$ cat config.mk
export PLATFORM = sky130hd
export DESIGN_NAME = spi_target
export DESIGN_NICKNAME = d
export VERILOG_FILES = /design/src/rtl/spi_pkg.sv /design/src/rtl/spi_pin_sync.sv /design/src/rtl/spi_target.sv
export SDC_FILE = /design/constraint.sdc
export NUM_CORES = 1
export LEC_CHECK = 0
export CAP_MARGIN = 10
export CORE_ASPECT_RATIO = 1.25
export CORE_MARGIN = 4
export CORE_UTILIZATION = 25
export CTS_CLUSTER_SIZE = 8
export DETAILED_ROUTE_END_ITERATION = 10
export GPL_TIMING_DRIVEN = 0
export PLACE_DENSITY_LB_ADDON = 0.12
export SYNTH_ARGS = -nofsm -noshare
export SYNTH_HDL_FRONTEND = slang
export SYNTH_SLANG_ARGS = --single-unit
$ cat constraint.sdc
create_clock -name clock -period 2.76 [get_ports clock]
set_input_delay 0.276 -clock clock [delete_from_list [all_inputs] [get_ports clock]]
set_output_delay 0.276 -clock clock [all_outputs]
set_load 0.01 [all_outputs]
$ cat src/rtl/spi_pkg.sv
// Shared definitions for the SPI target endpoint: word width, mode bit positions, FSM states.
package spi_pkg;

    localparam int unsigned WORD_W   = 32;
    localparam int unsigned CNT_W    = 5;
    localparam int unsigned CPOL_BIT = 1;
    localparam int unsigned CPHA_BIT = 0;

    typedef enum logic {
        IDLE   = 1'b0,
        ACTIVE = 1'b1
    } state_t;

endpackage

$ cat src/rtl/spi_pin_sync.sv
// Pin synchronizer: SYNC_STAGES flop chain plus a one-cycle-delayed copy for edge detection.
module spi_pin_sync #(
    parameter int unsigned SYNC_STAGES = 2,
    parameter logic        RESET_VAL   = 1'b0
) (
    input  logic clock,
    input  logic reset,
    input  logic pin,
    output logic sync,
    output logic edge_c
);

    logic [SYNC_STAGES-1:0] chain;
    logic                   prev;

    always_ff @(posedge clock) begin
        if (reset) begin
            chain <= {SYNC_STAGES{RESET_VAL}};
            prev  <= RESET_VAL;
        end else begin
            chain <= {chain[SYNC_STAGES-2:0], pin};
            prev  <= chain[SYNC_STAGES-1];
        end
    end

    assign sync   = chain[SYNC_STAGES-1];
    assign edge_c = sync ^ prev;

endmodule

$ cat src/rtl/spi_target.sv
// SPI target endpoint: oversamples SCLK/CS_n/MOSI, shifts 1-32 bit words MSB-first in all four
// CPOL/CPHA modes, popping TX words from and pushing RX words to show-ahead FIFOs.
module spi_target
    import spi_pkg::*;
#(
    parameter int unsigned       SYNC_STAGES   = 2,
    parameter logic [WORD_W-1:0] UNDERRUN_WORD = 32'h0000_0000
) (
    input  logic              clock,
    input  logic              reset,
    input  logic              sclk,
    input  logic              cs_n,
    input  logic              mosi,
    output logic              miso,
    output logic              miso_oe,
    input  logic [1:0]        mode,
    input  logic [CNT_W-1:0]  wordSize,
    input  logic              TXEmpty,
    input  logic [WORD_W-1:0] DataIn,
    output logic              requestTXread,
    input  logic              RXFull,
    output logic              requestRXwrite,
    output logic [WORD_W-1:0] DataOuttoRXFifo,
    input  logic              clear_flags,
    output logic              busy,
    output logic              underrun,
    output logic              overrun,
    output logic              abort
);

    logic                   sclk_s, sclk_edge_c, cs_s, cs_edge_c, mosi_s;
    logic [SYNC_STAGES-1:0] mosi_chain;

    spi_pin_sync #(.SYNC_STAGES(SYNC_STAGES), .RESET_VAL(1'b0)) u_sclk_sync (
        .clock(clock), .reset(reset), .pin(sclk), .sync(sclk_s), .edge_c(sclk_edge_c)
    );

    // cs_n resets deselected so leaving reset never looks like a select.
    spi_pin_sync #(.SYNC_STAGES(SYNC_STAGES), .RESET_VAL(1'b1)) u_cs_sync (
        .clock(clock), .reset(reset), .pin(cs_n), .sync(cs_s), .edge_c(cs_edge_c)
    );

    always_ff @(posedge clock) begin
        if (reset) mosi_chain <= '0;
        else       mosi_chain <= {mosi_chain[SYNC_STAGES-2:0], mosi};
    end
    assign mosi_s = mosi_chain[SYNC_STAGES-1];

    state_t            state_q, state_n;
    logic [1:0]        mode_q, mode_n;
    logic [CNT_W-1:0]  ws_q, ws_n, bitcnt_q, bitcnt_n, load_ws;
    logic [WORD_W-1:0] shreg_q, shreg_n, rxreg_q, rxreg_n, rx_data_n;
    logic              load_pend_q, load_pend_n, got_bit_q, got_bit_n;
    logic              miso_n, tx_req_n, rx_req_n, load_c;
    logic              urun_set, orun_set, abort_set;
    logic              cpol_c, cpha_c, lead_c, trail_c, sample_c, shift_c, cs_fall_c, cs_rise_c;

    assign cpol_c    = mode_q[CPOL_BIT];
    assign cpha_c    = mode_q[CPHA_BIT];
    assign lead_c    = sclk_edge_c & (sclk_s != cpol_c);
    assign trail_c   = sclk_edge_c & (sclk_s == cpol_c);
    assign sample_c  = cpha_c ? trail_c : lead_c;
    assign shift_c   = cpha_c ? lead_c : trail_c;
    assign cs_fall_c = cs_edge_c & ~cs_s;
    assign cs_rise_c = cs_edge_c & cs_s;

    always_comb begin
        state_n     = state_q;
        mode_n      = mode_q;
        ws_n        = ws_q;
        bitcnt_n    = bitcnt_q;
        shreg_n     = shreg_q;
        rxreg_n     = rxreg_q;
        load_pend_n = load_pend_q;
        got_bit_n   = got_bit_q;
        miso_n      = miso;
        rx_data_n   = DataOuttoRXFifo;
        tx_req_n    = 1'b0;
        rx_req_n    = 1'b0;
        urun_set    = 1'b0;
        orun_set    = 1'b0;
        abort_set   = 1'b0;
        load_c      = 1'b0;
        load_ws     = ws_q;

        case (state_q)
            IDLE: begin
                miso_n = 1'b0;
                if (cs_fall_c) begin
                    state_n     = ACTIVE;
                    mode_n      = mode;
                    ws_n        = wordSize;
                    bitcnt_n    = wordSize;
                    rxreg_n     = '0;
                    got_bit_n   = 1'b0;
                    load_pend_n = mode[CPHA_BIT];
                    load_c      = ~mode[CPHA_BIT];
                    load_ws     = wordSize;
                end
            end
            ACTIVE: begin
                if (cs_rise_c) begin
                    state_n     = IDLE;
                    abort_set   = got_bit_q;
                    load_pend_n = 1'b0;
                    miso_n      = 1'b0;
                end else begin
                    if (sample_c) begin
                        rxreg_n[bitcnt_q] = mosi_s;
                        got_bit_n         = 1'b1;
                        if (bitcnt_q != '0) begin
                            bitcnt_n = bitcnt_q - CNT_W'(1);
                        end else begin
                            if (RXFull) begin
                                orun_set = 1'b1;
                            end else begin
                                rx_req_n  = 1'b1;
                                rx_data_n = rxreg_n;
                            end
                            rxreg_n     = '0;
                            bitcnt_n    = ws_q;
                            load_pend_n = 1'b1;
                            got_bit_n   = 1'b0;
                        end
                    end
                    if (shift_c) begin
                        if (load_pend_q) begin
                            load_c      = 1'b1;
                            load_pend_n = 1'b0;
                        end else begin
                            miso_n = shreg_q[bitcnt_q];
                        end
                    end
                end
            end
            default: state_n = IDLE;
        endcase

        // Word load from the TX FIFO head, or the underrun filler when it is empty.
        if (load_c) begin
            if (!TXEmpty) begin
                shreg_n  = DataIn;
                tx_req_n = 1'b1;
            end else begin
                shreg_n  = UNDERRUN_WORD;
                urun_set = 1'b1;
            end
            miso_n = shreg_n[load_ws];
        end
    end

    always_ff @(posedge clock) begin
        if (reset) begin
            state_q         <= IDLE;
            mode_q          <= '0;
            ws_q            <= '0;
            bitcnt_q        <= '0;
            shreg_q         <= '0;
            rxreg_q         <= '0;
            load_pend_q     <= 1'b0;
            got_bit_q       <= 1'b0;
            miso            <= 1'b0;
            miso_oe         <= 1'b0;
            requestTXread   <= 1'b0;
            requestRXwrite  <= 1'b0;
            DataOuttoRXFifo <= '0;
            busy            <= 1'b0;
            underrun        <= 1'b0;
            overrun         <= 1'b0;
            abort           <= 1'b0;
        end else begin
            state_q         <= state_n;
            mode_q          <= mode_n;
            ws_q            <= ws_n;
            bitcnt_q        <= bitcnt_n;
            shreg_q         <= shreg_n;
            rxreg_q         <= rxreg_n;
            load_pend_q     <= load_pend_n;
            got_bit_q       <= got_bit_n;
            miso            <= miso_n;
            miso_oe         <= (state_n == ACTIVE);
            requestTXread   <= tx_req_n;
            requestRXwrite  <= rx_req_n;
            DataOuttoRXFifo <= rx_data_n;
            busy            <= (state_n != IDLE);
            // A same-cycle set wins over clear_flags.
            underrun        <= urun_set  | (underrun & ~clear_flags);
            overrun         <= orun_set  | (overrun  & ~clear_flags);
            abort           <= abort_set | (abort    & ~clear_flags);
        end
    end

endmodule

* After elaboration in Yosys (flattened, before gate mapping)
Index checks and enable logic that the tools add are counted.
** Storage, ports and cells
- Flip-flop bits (word level) :: 125
- Input port bits :: 47
- Output and inout bits :: 40
- Word-level logic and storage cells :: 119
** Operators by class
- Add/sub/neg operators :: 1
- $lt $le $gt $ge :: 3
- Equality and inequality tests :: 7
- Multiplexer cells :: 59
- Bitwise gates (word level) :: 21
- Reduce and logical (&&, ||, !) cells :: 8
** Operator list (number)
- $mux W32 :: 6
- $pmux W32 S2 :: 1
- $mux W1 :: 36
- $bwmux W32 :: 1
- $mux W5 :: 6
- $lt A5 B6 Y1 const B :: 2
- $bmux W1 S5 :: 2
- $pmux W1 S2 :: 5
- $pmux W5 S2 :: 1
- $not A1 Y1 :: 9
- $and A1 B1 Y1 :: 7
- $demux W1 S5 :: 1
- $ge A5 B1 Y1 const B :: 1
- $reduce_and A5 Y1 :: 1
- $reduce_bool A5 Y1 :: 1
- $reduce_or A5 Y1 :: 1
- $sub A5 B1 Y5 const B :: 1
- $ne A2 B2 Y1 const B :: 2
- $ne A4 B1 Y1 const B :: 1
- $ne A4 B2 Y1 const B :: 1
- $reduce_and A2 Y1 :: 2
- $or A1 B1 Y1 :: 3
- $reduce_and A3 Y1 :: 1
- $ne A2 B1 Y1 const B :: 1
- 5 further kinds :: 6

* Logic depth before layout (Yosys ltp)
- Word-level depth :: 10
- Mapped depth :: 11
- Gate-level depth less buffers :: 9

* By module
Synthesis repeated with hierarchy kept, for this count alone.
** Second synthesis, totals
- Cell total of the unflattened synthesis :: 667
- Area total of the unflattened synthesis :: 5957.0 um^2
** Modules (own cells, without submodules)
- spi_target :: instances 1, cells each 653, area each 5781.8 um^2, seq. area each 2382.3 um^2
- spi_pin_sync :: instances 2, cells each 7, area each 87.6 um^2, seq. area each 60.1 um^2

* Worst setup path before layout
OpenSTA, ideal clock, no wires.
- Kind :: reg-to-reg
- From :: reg state_q
- To :: reg miso
- Library setup time :: 116 ps
- Data arrival time :: 2074 ps
- Data required time :: 2644 ps
- Path slack :: 570 ps
- Cell stages (with the launch flop) :: 9
- Path buffers :: 1
- Clock period less this slack :: 2190 ps
- Cell sequence :: dfxtp_1 nor3b_2 mux2i_2 buf_4 mux2i_1 nor2_1 o311ai_1 o21ai_1 a31o_1
** Between the ends
- Word-level cells in the longest chain between the ends :: 4
- Elaborated cells on any way between the ends :: 10
- Classes of those cells :: eq/ne (2); mux (6); bitwise (1); reduce/logical (1)
** Ends and longest elaborated chain
- start: declaration :: RTL line spi_target.sv:49 : state_t state_q, state_n;
- start signal: assignment :: RTL line spi_target.sv:172 : state_q <= state_n;
- $mux W5 or $not A1 Y1 (tied branches)
- $bmux W1 S5 or $pmux W1 S2 (tied branches) :: RTL line spi_target.sv:148, spi_target.sv:86
- $mux W1 (implied by the code) (tied with other cells) :: RTL line spi_target.sv:148 : miso_n = shreg_n[load_ws];
- $mux W1 or $reduce_and A2 Y1 (tied branches)
- end signal: assignment :: RTL line spi_target.sv:180 : miso <= miso_n;
- end: declaration :: RTL line spi_target.sv:14 : output logic miso,
Parallel ways exist; a longest one is shown, timed or not. The select of a mux whose other input is x is not followed.
A chain may end at the register's enable or synchronous reset.

* Worst setup path after layout
- From :: reg bitcnt_q[0]
- To :: reg DataOuttoRXFifo[19]
** Between the ends
- Word-level cells in the longest chain between the ends :: 5
- Elaborated cells on any way between the ends :: 9
- Classes of those cells :: order compare (2); mux (3); bitwise (1); reduce/logical (3)
** Ends and longest elaborated chain
- start: declaration :: RTL line spi_target.sv:51 : logic [CNT_W-1:0] ws_q, ws_n, bitcnt_q, bitcnt_n, load_ws;
- start signal: assignment :: RTL line spi_target.sv:175 : bitcnt_q <= bitcnt_n;
- $lt A5 B6 Y1 (implied by the code) or $ge A5 B1 Y1 (tied branches) :: RTL line spi_target.sv:109 : rxreg_n[bitcnt_q] = mosi_s;
- $logic_and A1 B1 Y1 (implied by the code) :: RTL line spi_target.sv:109
- $mux W1 (implied by the code) :: RTL line spi_target.sv:109
- $demux W1 S5 :: RTL line spi_target.sv:109
- $bwmux W32 :: RTL line spi_target.sv:109
- end signal: assignment :: RTL line spi_target.sv:184 : DataOuttoRXFifo <= rx_data_n;
- end: declaration :: RTL line spi_target.sv:23 : output logic [WORD_W-1:0] DataOuttoRXFifo,
Parallel ways exist; a longest one is shown, timed or not.

==> reports/results.ini <==
[setup_path]
required_ns = 3.02
critPathLaunchType = register
r2r_setup_slack_ns = 0.16
cpMaxStageDelayCell = or3_4
path_cells = buf_4 -> inv_1 -> ha_2 -> nand2b_1 -> or3_4 -> nor3_4 -> buf_4 -> clkbuf_2 -> a211oi_1
crit_path_max_incr_delay_ns = 0.40
crit_buf_inv = 4
path_max_fanout = 10
r2r_cells = 9
cp.arrival_ns = 2.86
rr_startpoint = bitcnt_q[0]$_SDFFE_PP0P_
worst_path_most_repeated_cell = buf_4
cp_top_family = buffers and inverters
rr_endpoint = DataOuttoRXFifo[19]$_SDFFE_PP0P_
path_class = reg2reg
cp-end-kind = register

[clock_network]
htree_levels = 4
ctsHoldBuffers = 0
path_clk_slew_ns = 0.06
cts_sinks = 124
worst_skew_pair.late_latency_ns = 0.42
cts_max_path_buffers = 2
cts_buffers = 17
cts_root_buf = clkbuf_16
cts_tree = yes

[power_and_ir_drop]
switchingPower_mw = 1.04
ir_drop_uv = 399
swShare = 0.249
clkPwrFrac = 0.469
seq_power_share = 0.436
p_int_mw = 3.15
cellLeakagePower_nw = 2.71
p_total_mw = 4.20
comb_power_share = 0.094
power_density_nw_per_um2 = 552

[logic_synthesis]
synth-compound-area-share = 0.145
async_flop_share = 0
synthSimpleGateAreaFrac = 0.219
synthAdderAreaFrac = 0.00860
yosys_warnings = 0
syn-cell-area_um2 = 5820
synth_xor_area_frac = 0.00301
syn-num-nets = 732
synth_edf_count = 0
synth_top_family_by_area = simple AND/OR/NAND/NOR gates
syn_area_per_cell_um2 = 8.55
ys_ff_latch = 124
synth_top_flop_cell = dfxtp_1
yosysSeqAreaShare = 0.426
netlist_instances = 681
synthDistinctLibCells = 50
yosys-mux-area-fraction = 0.152

[route]
vias = 5308
routed_wirelength_mm = 19.0
post_drt_wl_per_cell_um = 17.5
drc_errors = 0
ant_nets = 0
drt_iter0_markers = 260
drt-pass1-iter-count = 4
routed_via_density = 4.88

[placement]
detailed_place.area_um2 = 7020
port_buffers = 84
place_congestion = 0.797
dp.final_hpwl_mm = 14.5
placedCellCount = 1053

[timing]
setup_viol = 0
fin_crit_sh = 0.941
fin_worst_skew_ns = 0.00887
fmaxAchievable_ghz = 0.385
layout_min_cycle_time_ns = 2.60
hold_violations = 0
tightestPinTransition_ns = 0.712
relSlewSlack = 0.525
slew_viol_final = 0

[cells_and_area]
finalInstanceArea_um2 = 7600
stdcell_count = 1088
antenna_cells = 0
synthToLayoutAreaGrowth_pct = 30.6
drive_gt1_frac = 0.0900
fin_util = 0.331
final_net_count = 840

[die]
start_util = 0.254
die_area_um2 = 25800
core-area_um2 = 23000
ios = 87
die_height_um = 179
die_w_um = 144
num_rows = 62

[hold_path]
min_from = u_cs_sync.chain[0]$_SDFF_PP1_
holdCritPathClass = reg2reg
hold_path_depth = 1
min_to = u_cs_sync.chain[1]$_SDFF_PP1_

[grt]
grt_pass1_wl_mm = 29.7
grt_pass1_vias = 5450
grt_max_degree = 17
grt_overflow = 0
antenna_found_initial = 0
grt_usage = 0.151

[job]
cap_violations = 0

[outcome]
status = completed

==> cell usage in the layout, fill, tap and decap left out, types with 9 or more instances in the layout <==
| master | Yosys | routed |
|---|---|---|
| a211oi_1 | 33 | 33 |
| a21oi_1 | 79 | 79 |
| buf_2 | 8 | 9 |
| clkbuf_1 | 41 | 36 |
| clkbuf_16 | 0 | 17 |
| clkdlybuf4s50_1 | 0 | 84 |
| dfxtp_1 | 124 | 124 |
| inv_1 | 9 | 9 |
| mux2i_1 | 61 | 61 |
| mux4_2 | 10 | 10 |
| nand2_1 | 19 | 19 |
| nand2b_1 | 10 | 10 |
| nand3_1 | 11 | 11 |
| nor2_1 | 167 | 167 |
| nor3b_1 | 34 | 34 |
==> worst register-to-register path: stages (launching register included) <==
cell,delay (ns)
dfxtp_1,0.37
buf_4,0.23
inv_1,0.13
ha_2,0.30
nand2b_1,0.17
or3_4,0.40
nor3_4,0.22
buf_4,0.19
clkbuf_2,0.29
a211oi_1,0.13
==> area by class of cell <==
class                   instances  area [µm²]
fillers                      2413       15400
multi-input cells             492        3100
repair buffers                 89         878
plain buffers                  56         241
clock inverters                 8        46.3
clock buffers                  22         464
inverters                       9        33.8
well taps                     288         360
flip-flops and latches        124        2480
==> metal layers <==
metal,part of all wire,vias up,global-route usage
li1,-,2594,-
met1,0.43,2571,0.175
met2,0.52,128,0.272
met3,0.040,15,0.0349
met4,0.014,0,0.0505
met5,0,-,0
==> power by group through the flow <==
stage                     Clock, mW  Combinational (mW)  Sequential, mW
after floorplan                   0               0.213            1.87
after global placement            0               0.386            1.87
after detailed placement          0               0.390            1.87
after CTS                      2.02               0.393            1.83
final                          1.97               0.396            1.83
after global routing           2.10               0.431            1.83
==> worst max-delay path by stage <==
stage | depth (start not counted) | slack [ns] | from | end
after floorplan | 8 | 0.57 | state_q$_SDFF_PP0_ | miso$_SDFFE_PP0P_
after global placement | 8 | -0.42 | bitcnt_q[1]$_SDFFE_PP0P_ | DataOuttoRXFifo[20]$_SDFFE_PP0P_
after detailed placement | 8 | -0.41 | bitcnt_q[1]$_SDFFE_PP0P_ | DataOuttoRXFifo[19]$_SDFFE_PP0P_
after CTS | 10 | 0.07 | bitcnt_q[0]$_SDFFE_PP0P_ | bitcnt_q[0]$_SDFFE_PP0P_
after global routing | 10 | -0.0003 | bitcnt_q[0]$_SDFFE_PP0P_ | DataOuttoRXFifo[29]$_SDFFE_PP0P_
final | 9 | 0.16 | bitcnt_q[0]$_SDFFE_PP0P_ | DataOuttoRXFifo[19]$_SDFFE_PP0P_
==> stage by stage <==
stage	hold slack [ns]	setup TNS, ns	setup slack [ns]
finish	0.411	0	0.163
global route	0.414	-0.000344	-0.000344
CTS	0.405	0	0.0697
detailed placement	0.404	-18.58	-0.410
global placement	0.397	-17.44	-0.416
floorplan	0.355	0	0.570
==> cell usage after synthesis, types with 4 or more instances <==
| cell type | count | area (µm²) |
|---|---|---|
| a211oi_1 | 33 | 248 |
| ha_1 | 4 | 50.1 |
| dfxtp_1 | 124 | 2480 |
| nor3_1 | 7 | 35.0 |
| nor2b_1 | 8 | 50.1 |
| buf_2 | 8 | 40.0 |
| clkbuf_1 | 41 | 154 |
| o21ai_0 | 5 | 25.0 |
| mux4_2 | 10 | 225 |
| a21oi_1 | 79 | 395 |
| nand2_1 | 19 | 71.3 |
| nor3b_1 | 34 | 255 |
| nor2_1 | 167 | 627 |
| nand2b_1 | 10 | 62.6 |
| or2_2 | 4 | 25.0 |
| nand3_1 | 11 | 55.1 |
| mux2i_1 | 61 | 611 |
| buf_1 | 4 | 15.0 |
| inv_1 | 9 | 33.8 |
| nand4_1 | 5 | 31.3 |
==> sequential cells by signal, indices dropped and copies added, names as in the netlist <==
register	cells
requestRXwrite	1
u_cs_sync.chain	2
underrun	1
rxreg_q	31
abort	1
ws_q	5
load_pend_q	1
u_cs_sync.prev	1
DataOuttoRXFifo	32
mode_q	2
u_sclk_sync.chain	2
bitcnt_q	5
mosi_chain	2
state_q	1
u_sclk_sync.prev	1
requestTXread	1
overrun	1
got_bit_q	1
shreg_q	32
miso	1
==> timing repair <==
item	CTS	global route
setup buffers	3	2
pin swaps	1	0
gates resized for setup	9	5
hold endpoints to repair	0	0
setup endpoints to repair	68	65
==> kinds of logic after synthesis <==
group                      after synthesis
muxes                                   74
adders and majority gates                4
buffers and inverters                   65
xor gates and xnor gates                 2
DFF                                    124
AOI/OAI and AO/OA                      140
and+or+nand+nor                        272
(Power assumes the default switching activity.)
